## config.mk

```make
export PLATFORM = sky130hd
export DESIGN_NAME = t03_mem_arbiter
export DESIGN_NICKNAME = d
export VERILOG_FILES = /design/src/rtl/t03_mem_arbiter.sv
export SDC_FILE = /design/constraint.sdc
export NUM_CORES = 1
export LEC_CHECK = 0
export BUFFER_PORTS_ARGS = -buffer_cell sky130_fd_sc_hd__buf_2
export CAP_MARGIN = 10
export CORE_UTILIZATION = 40
export CTS_BUF_LIST = sky130_fd_sc_hd__clkbuf_2
export DETAILED_ROUTE_END_ITERATION = 10
export GPL_TIMING_DRIVEN = 1
export PLACE_DENSITY = 0.74
export SLEW_MARGIN = 30
export SYNTH_ARGS = -nofsm -noshare
export SYNTH_HDL_FRONTEND = slang
export SYNTH_SLANG_ARGS = --single-unit
```

## constraint.sdc

```tcl
create_clock -name clk -period 3.7 [get_ports clk]
set_clock_uncertainty 0.1 [all_clocks]
set_input_delay 0.74 -clock clk [delete_from_list [all_inputs] [get_ports clk]]
set_output_delay 0.74 -clock clk [all_outputs]
set_load 0.01 [all_outputs]
```

## src/rtl/t03_mem_arbiter.sv

```systemverilog
// Two-requester (I-refill / D load-store) arbiter onto one wishbone manager port,
// with watchdog abort. Define T03_MEM_ARB_RR_EN for round-robin on simultaneous requests.
module t03_mem_arbiter #(
  parameter int TIMEOUT = 255,
  parameter int CNT_W   = 8
) (
  input  logic        clk,
  input  logic        rst,
  input  logic        i_req,
  input  logic [31:0] i_addr,
  input  logic        d_read,
  input  logic        d_write,
  input  logic [31:0] d_addr,
  input  logic [31:0] d_wdata,
  input  logic [3:0]  d_sel,
  input  logic        wb_ack,
  input  logic [31:0] wb_rdata,
  output logic        i_ack,
  output logic        d_ack,
  output logic [31:0] rdata,
  output logic        err,
  output logic        wb_read,
  output logic        wb_write,
  output logic [31:0] wb_addr,
  output logic [31:0] wb_wdata,
  output logic [3:0]  wb_sel,
  output logic        owner
);

  typedef enum logic [1:0] {S_IDLE, S_BUSY, S_DONE} state_t;

  localparam logic [CNT_W-1:0] TO_LAST = (TIMEOUT == 0) ? '0 : CNT_W'(TIMEOUT - 1);

  state_t           r_state, w_next;
  logic [CNT_W-1:0] r_cnt;
  logic             r_owner, r_rd, r_err;
  logic [31:0]      r_addr, r_wdata, r_rdata;
  logic [3:0]       r_sel;

  logic w_d_any, w_any, w_grant_d, w_timeout;

  assign w_d_any = d_read | d_write;
  assign w_any   = w_d_any | i_req;
`ifdef T03_MEM_ARB_RR_EN
  // On a tie the port that did not win last time goes first.
  assign w_grant_d = w_d_any & (~i_req | ~r_owner);
`else
  assign w_grant_d = w_d_any;
`endif
  // A same-cycle wb_ack takes precedence over the watchdog.
  assign w_timeout = (TIMEOUT != 0) && (r_cnt == TO_LAST) && !wb_ack;

  always_ff @(posedge clk or posedge rst) begin
    if (rst) r_state <= S_IDLE;
    else     r_state <= w_next;
  end

  always_comb begin
    w_next = r_state;
    case (r_state)
      S_IDLE:  if (w_any) w_next = S_BUSY;
      S_BUSY:  if (wb_ack || w_timeout) w_next = S_DONE;
      S_DONE:  w_next = S_IDLE;
      default: w_next = S_IDLE;
    endcase
  end

  always_ff @(posedge clk or posedge rst) begin
    if (rst) begin
      r_cnt   <= '0;
      r_owner <= 1'b0;
      r_rd    <= 1'b0;
      r_err   <= 1'b0;
      r_addr  <= '0;
      r_wdata <= '0;
      r_rdata <= '0;
      r_sel   <= '0;
    end else begin
      case (r_state)
        S_IDLE: if (w_any) begin
          r_owner <= w_grant_d;
          r_rd    <= w_grant_d ? d_read : 1'b1;
          r_addr  <= w_grant_d ? d_addr : i_addr;
          r_wdata <= (w_grant_d && !d_read) ? d_wdata : 32'h0;
          r_sel   <= (w_grant_d && !d_read) ? d_sel : 4'hF;
          r_err   <= 1'b0;
        end
        S_BUSY: begin
          r_cnt <= r_cnt + 1'b1;
          if (wb_ack) begin
            r_rdata <= r_rd ? wb_rdata : 32'h0;
          end else if (w_timeout) begin
            r_rdata <= 32'h0;
            r_err   <= 1'b1;
          end
        end
        S_DONE: r_cnt <= '0;
        default: ;
      endcase
    end
  end

  assign wb_read  = (r_state == S_BUSY) &  r_rd;
  assign wb_write = (r_state == S_BUSY) & ~r_rd;
  assign wb_addr  = r_addr;
  assign wb_wdata = r_wdata;
  assign wb_sel   = r_sel;
  assign i_ack    = (r_state == S_DONE) & ~r_owner;
  assign d_ack    = (r_state == S_DONE) &  r_owner;
  assign err      = (r_state == S_DONE) &  r_err;
  assign rdata    = r_rdata;
  assign owner    = r_owner;

endmodule

```

=== Word-level counts from Yosys, hierarchy flattened ===
Index checks and enable logic that the tools add are counted.
W data, S select, Z words.

* Register bits after elaboration: 113
* Input bits: 138
* Output and inout port bits: 106
* Logic and storage cells: 54

* Bitwise logic cells: 9
* Equal/unequal tests: 7
* Multiplexer cells: 15
* Reduce and logical (&&, ||, !) cells: 13
* Add/subtract/negate cells: 1

{| class="wikitable"
|+ Operators with widths
! kind !! count
|-
| $mux W32 || 5
|-
| $pmux W8 S2 || 1
|-
| $add A8 B1 Y8 const B || 1
|-
| $eq A8 B8 Y1 const B || 1
|-
| $ne A2 B2 Y1 const B || 4
|-
| $reduce_and A2 Y1 || 3
|-
| $reduce_bool A2 Y1 || 3
|-
| $and A1 B1 Y1 || 5
|-
| $mux W1 || 4
|-
| $mux W2 || 2
|-
| $mux W4 || 1
|-
| $pmux W2 S2 || 1
|-
| $reduce_and A4 Y1 || 1
|-
| $eq A2 B1 Y1 const B || 1
|-
| $eq A2 B2 Y1 const B || 1
|-
| $logic_and A1 B1 Y1 || 2
|-
| $logic_not A1 Y1 || 2
|-
| $logic_not A2 Y1 || 1
|-
| $not A1 Y1 || 2
|-
| $or A1 B1 Y1 || 2
|-
| $pmux W1 S2 || 1
|-
| $logic_or A1 B1 Y1 || 1
|}

=== Logic depth before layout (Yosys ltp) ===
* Depth in word-level cells: 5
* Depth in mapped cells: 8
* Gate-level depth less buffers: 5

=== Worst setup path before layout ===
No wires, ideal clock.

* Path type: register -> output
* Start: reg r_state[1]
* End: out wb_write
* Required time: 2860 ps
* Cell stages (with the launch flop): 6
* Arrival: 1294 ps
* Path slack: 1566 ps
* Buffers on the path: 2
* Cells stage by stage: dfrtp_1 > inv_1 > ha_1 > buf_2 > buf_1 > nor2b_1

* Longest elaborated chain between the ends: 2

{| class="wikitable"
|+ Ends and longest elaborated chain
! item !! line !! source
|-
| start, declared || 34 || <nowiki>state_t r_state, w_next;</nowiki>
|-
| start signal, assigned || 55 || <nowiki>else r_state <= w_next;</nowiki>
|-
| $eq A2 B1 Y1 || 104 || <nowiki>assign wb_write = (r_state == S_BUSY) & ~r_rd;</nowiki>
|-
| $and A1 B1 Y1 || 104 ||
|-
| end, declared || 23 || <nowiki>output logic wb_write,</nowiki>
|}

No other way between the ends.

=== Worst setup path in the final report ===
* Start: reg r_state[1]
* End: out wb_read

* Longest elaborated chain between the ends: 2

{| class="wikitable"
|+ Ends and longest elaborated chain
! item !! line !! source
|-
| $eq A2 B1 Y1 || 103 || <nowiki>assign wb_read = (r_state == S_BUSY) & r_rd;</nowiki>
|-
| $and A1 B1 Y1 || 103 ||
|-
| end, declared || 22 || <nowiki>output logic wb_read,</nowiki>
|}

No other way between the ends.

==> summary.md <==
| Metric | Value |
|---|---|
| Initial drt markers | ~230 |
| RSZ-0062 raised after global routing | false |
| Buffer and inverter count on the worst path | 3 |
| Post-Synth Adder-Cell Area | 1.51% |
| Area Growth Syn to Fin | 33.7% |
| Avg Vias per Cell | 4.93 |
| Total setup buffers inserted after CTS | 0 |
| Worst path arrival time | just over 2 ns |
| Pre-CTS setup slack | 1.36 ns |
| Min setup slack post-route | 0.823 ns |
| Worst setup SP type | flip-flop |
| Initial antenna violation count | 0 |
| Crit-path slowest cell | dfrtp_1 |
| Leak pwr | about 3.5 nW |
| Synth top area share | 57.0% |
| Flops & latches, synth | 113 |
| Crit path capture type | output pin |
| Full die area | 12,800 sq um |
| Number of gates resized after cts | 0 |
| Tot GR Track Use | 20.6% |
| Pre-antenna DRT Iters | 4 |
| Post-Syn Instances | 447 |
| Mux cell area share after synthesis | 6.66% |
| Power Dens Cells | between 700 and 800 nW/um^2 |
| Register area share after synthesis | 57.0% |
| Ys flop type | dfrtp_1 |
| Final min period | 2.88 ns |
| Syn Nets | 591 |
| Commonest cells post-synth | 113 x dfrtp_1, 62 x o21ai_0, 43 x nand2_1 |
| Distinct cells, synth | 40 |
| CP required | 2.86 ns |
| IO buf count | approximately 240 |
| Placed cell area | 6350 sq um |
| Power, Total | 5.14 mW |
| DR vias | 4,287 |
| Kind of critical path | reg -> out |
| HP Class | in -> reg |
| Post-Route WL | ~13,000 microns |
| Cell Area, Synth | 4960 sq um |
| Antenna diodes | 0 |
| GPL Wtd Cong | 0.775 |
| Synthesized area per cell | roughly 11 sq um |
| Placeable Area | 12,100 sq um |
| Slew headroom | 54.9% |
| Crit Path Max Fanout | 37 |
| Routed Antenna Nets | 0 |
| Actual slew at the worst max-slew pin | between 0.6 and 0.7 ns |
| Worst stage delay on the critical path | ~0.45 ns |
| Max VDD drop | between 0.0003 and 0.0004 V |
| Post-layout nets | 833 |
| Total global routing overflow | 0 |
| Final hold viol count | 0 |
| Die W | around 110 microns |
| Max Cap Viol | 0 |
| Synth area leaders | dfrtp_1 57%, mux2i_1 6.7%, o21ai_0 6.3% |
| Crit-path leading delay family | buffers and inverters |
| Top-count cell post-synth | dfrtp_1 |
| Async set-or-reset flop fraction in the synthesized netlist | 100% |
| Clock Sinks | 113 |
| Outcome | complete, no violations |
| Synth warn | 0 |
| Worst-Skew Late Latency | approximately 0.65 ns |
| H-tree levels | 4 |
| Synth area leader | dfrtp_1 |
| # IOs | 244 |
| Largest net degree at the start of global routing | 55 |
| Post-synth EDFFs | 0 |
| Max clock buf depth | 2 |
| Cts hold-fix bufs | 1 |
| Root buffer cell | clkbuf_2 |
| CTS tree | built |
| Largest family of logic cells by synthesized area | compound AO/OA/AOI/OAI gates |
| Post-Synth XOR/XNOR Area | 0% |
| Compound-gate portion of the synthesized area | 22.1% |
| Tcrit/Tclk final | 77.7% |
| Post-DP HPWL | ~9300 microns |
| CP Cell Sequence | inv_1 > ha_1 > buf_4 > and2_1 > buf_2 |
| TritonCTS Buffers | 17 |
| Fin. max-slew vios | 0 |
| Simple-gate share of the synthesized area | 6.61% |
| FP Rows | 40 |
| Clk slew on worst S/H paths | roughly 0.17 ns |
| Fill cells | 1,093 |
| Vias in the first global route | 4,196 |
| Setup Viol. Count Final | 0 |
| Ratio of cells with drive above 1 in the final layout | 40.6% |
| First-pass GRT wire length | between 20,000 and 25,000 microns |
| Die height | around 110 microns |
| Starting Density | 41.1% |
| Total negative setup slack | 0 ns |
| Final Cell Area | 6630 sq um |
| Routed len/inst | 14.6 microns |
| Fmax | 0.348 GHz |
| # DRC | 0 |
==> power by group <==
part	switching, mW	internal (mW)
sequential	0.296	1.75
combinational	1.21	0.983
clock	0.466	0.440
==> registers in the layout, indices dropped and copies added (netlist names), 2 cells and up <==
| signal | flops |
|---|---|
| r_cnt | 8 |
| r_state | 2 |
| rdata | 32 |
| wb_addr | 32 |
| wb_wdata | 32 |
| wb_sel | 4 |
==> final timing paths <==
path / from / endpoint / slack [ns] / depth (start not counted)
setup / recovery: r_state[1] / wb_read / 0.82 / 5
setup reg to reg: r_state[1] / r_cnt[7] / 1.71 / 5
hold / removal: d_sel[1] / wb_sel[1] / 0.18 / 2
min in group asynchronous: rst / rdata[17] / 0.39 / 3
max in group asynchronous: rst / wb_addr[10] / 2.42 / 5
hold reg to reg: wb_addr[30] / wb_addr[30] / 0.39 / 2
==> cell type report <==
class                           instances  area [sq um]  share of cell area, %
Clock inverter                         13           168                   2.53
Clock buffer                           19          95.1                   1.44
Timing Repair Buffer                  254          1350                   20.3
Sequential cell                       113          2830                   42.7
Tap cell                              168           210                   3.17
Multi-Input combinational cell        265          1830                   27.7
Inverter                               38           146                   2.21
==> layout by cell type, fill, tap and decap left out, types with 6 or more instances in the layout <==
master	n
buf_2	243
dfrtp_1	113
o21ai_0	62
nand2_1	43
inv_1	37
a22o_1	33
mux2i_1	33
a2bb2oi_1	32
clkbuf_2	19
o21ai_1	10
buf_4	7
ha_1	6
==> stage by stage <==
stage | hold WS, ns | util, % | instances
after detailed placement | 0.366 | 52.7 | 837
after floorplan | 0.368 | - | 447
after global routing | 0.0735 | 54.9 | 870
after CTS | 0.0755 | 54.9 | 870
after global placement | 0.356 | 52.3 | 835
final | 0.180 | 54.9 | 870
==> logic make-up after synthesis <==
| kind of cell | after synthesis |
|---|---|
| DFF | 113 |
| muxes | 33 |
| AOI/OAI and AO/OA | 156 |
| buffers and inverters | 69 |
| and+or+nand+nor | 70 |
| adders and majority gates | 6 |
==> per-layer routing <==
| layer | up-vias | GRT usage (%) | part of all wire [%] |
|---|---|---|---|
| met1 | 2016 | 25.7 | 44 |
| met2 | 179 | 33.7 | 48 |
| met3 | 22 | 5.20 | 6.0 |
| li1 | 2070 | - | - |
| met4 | 0 | 9.21 | 2.1 |
| met5 | - | 0 | 0 |
No activity file was read; power rests on OpenSTA's default activity.
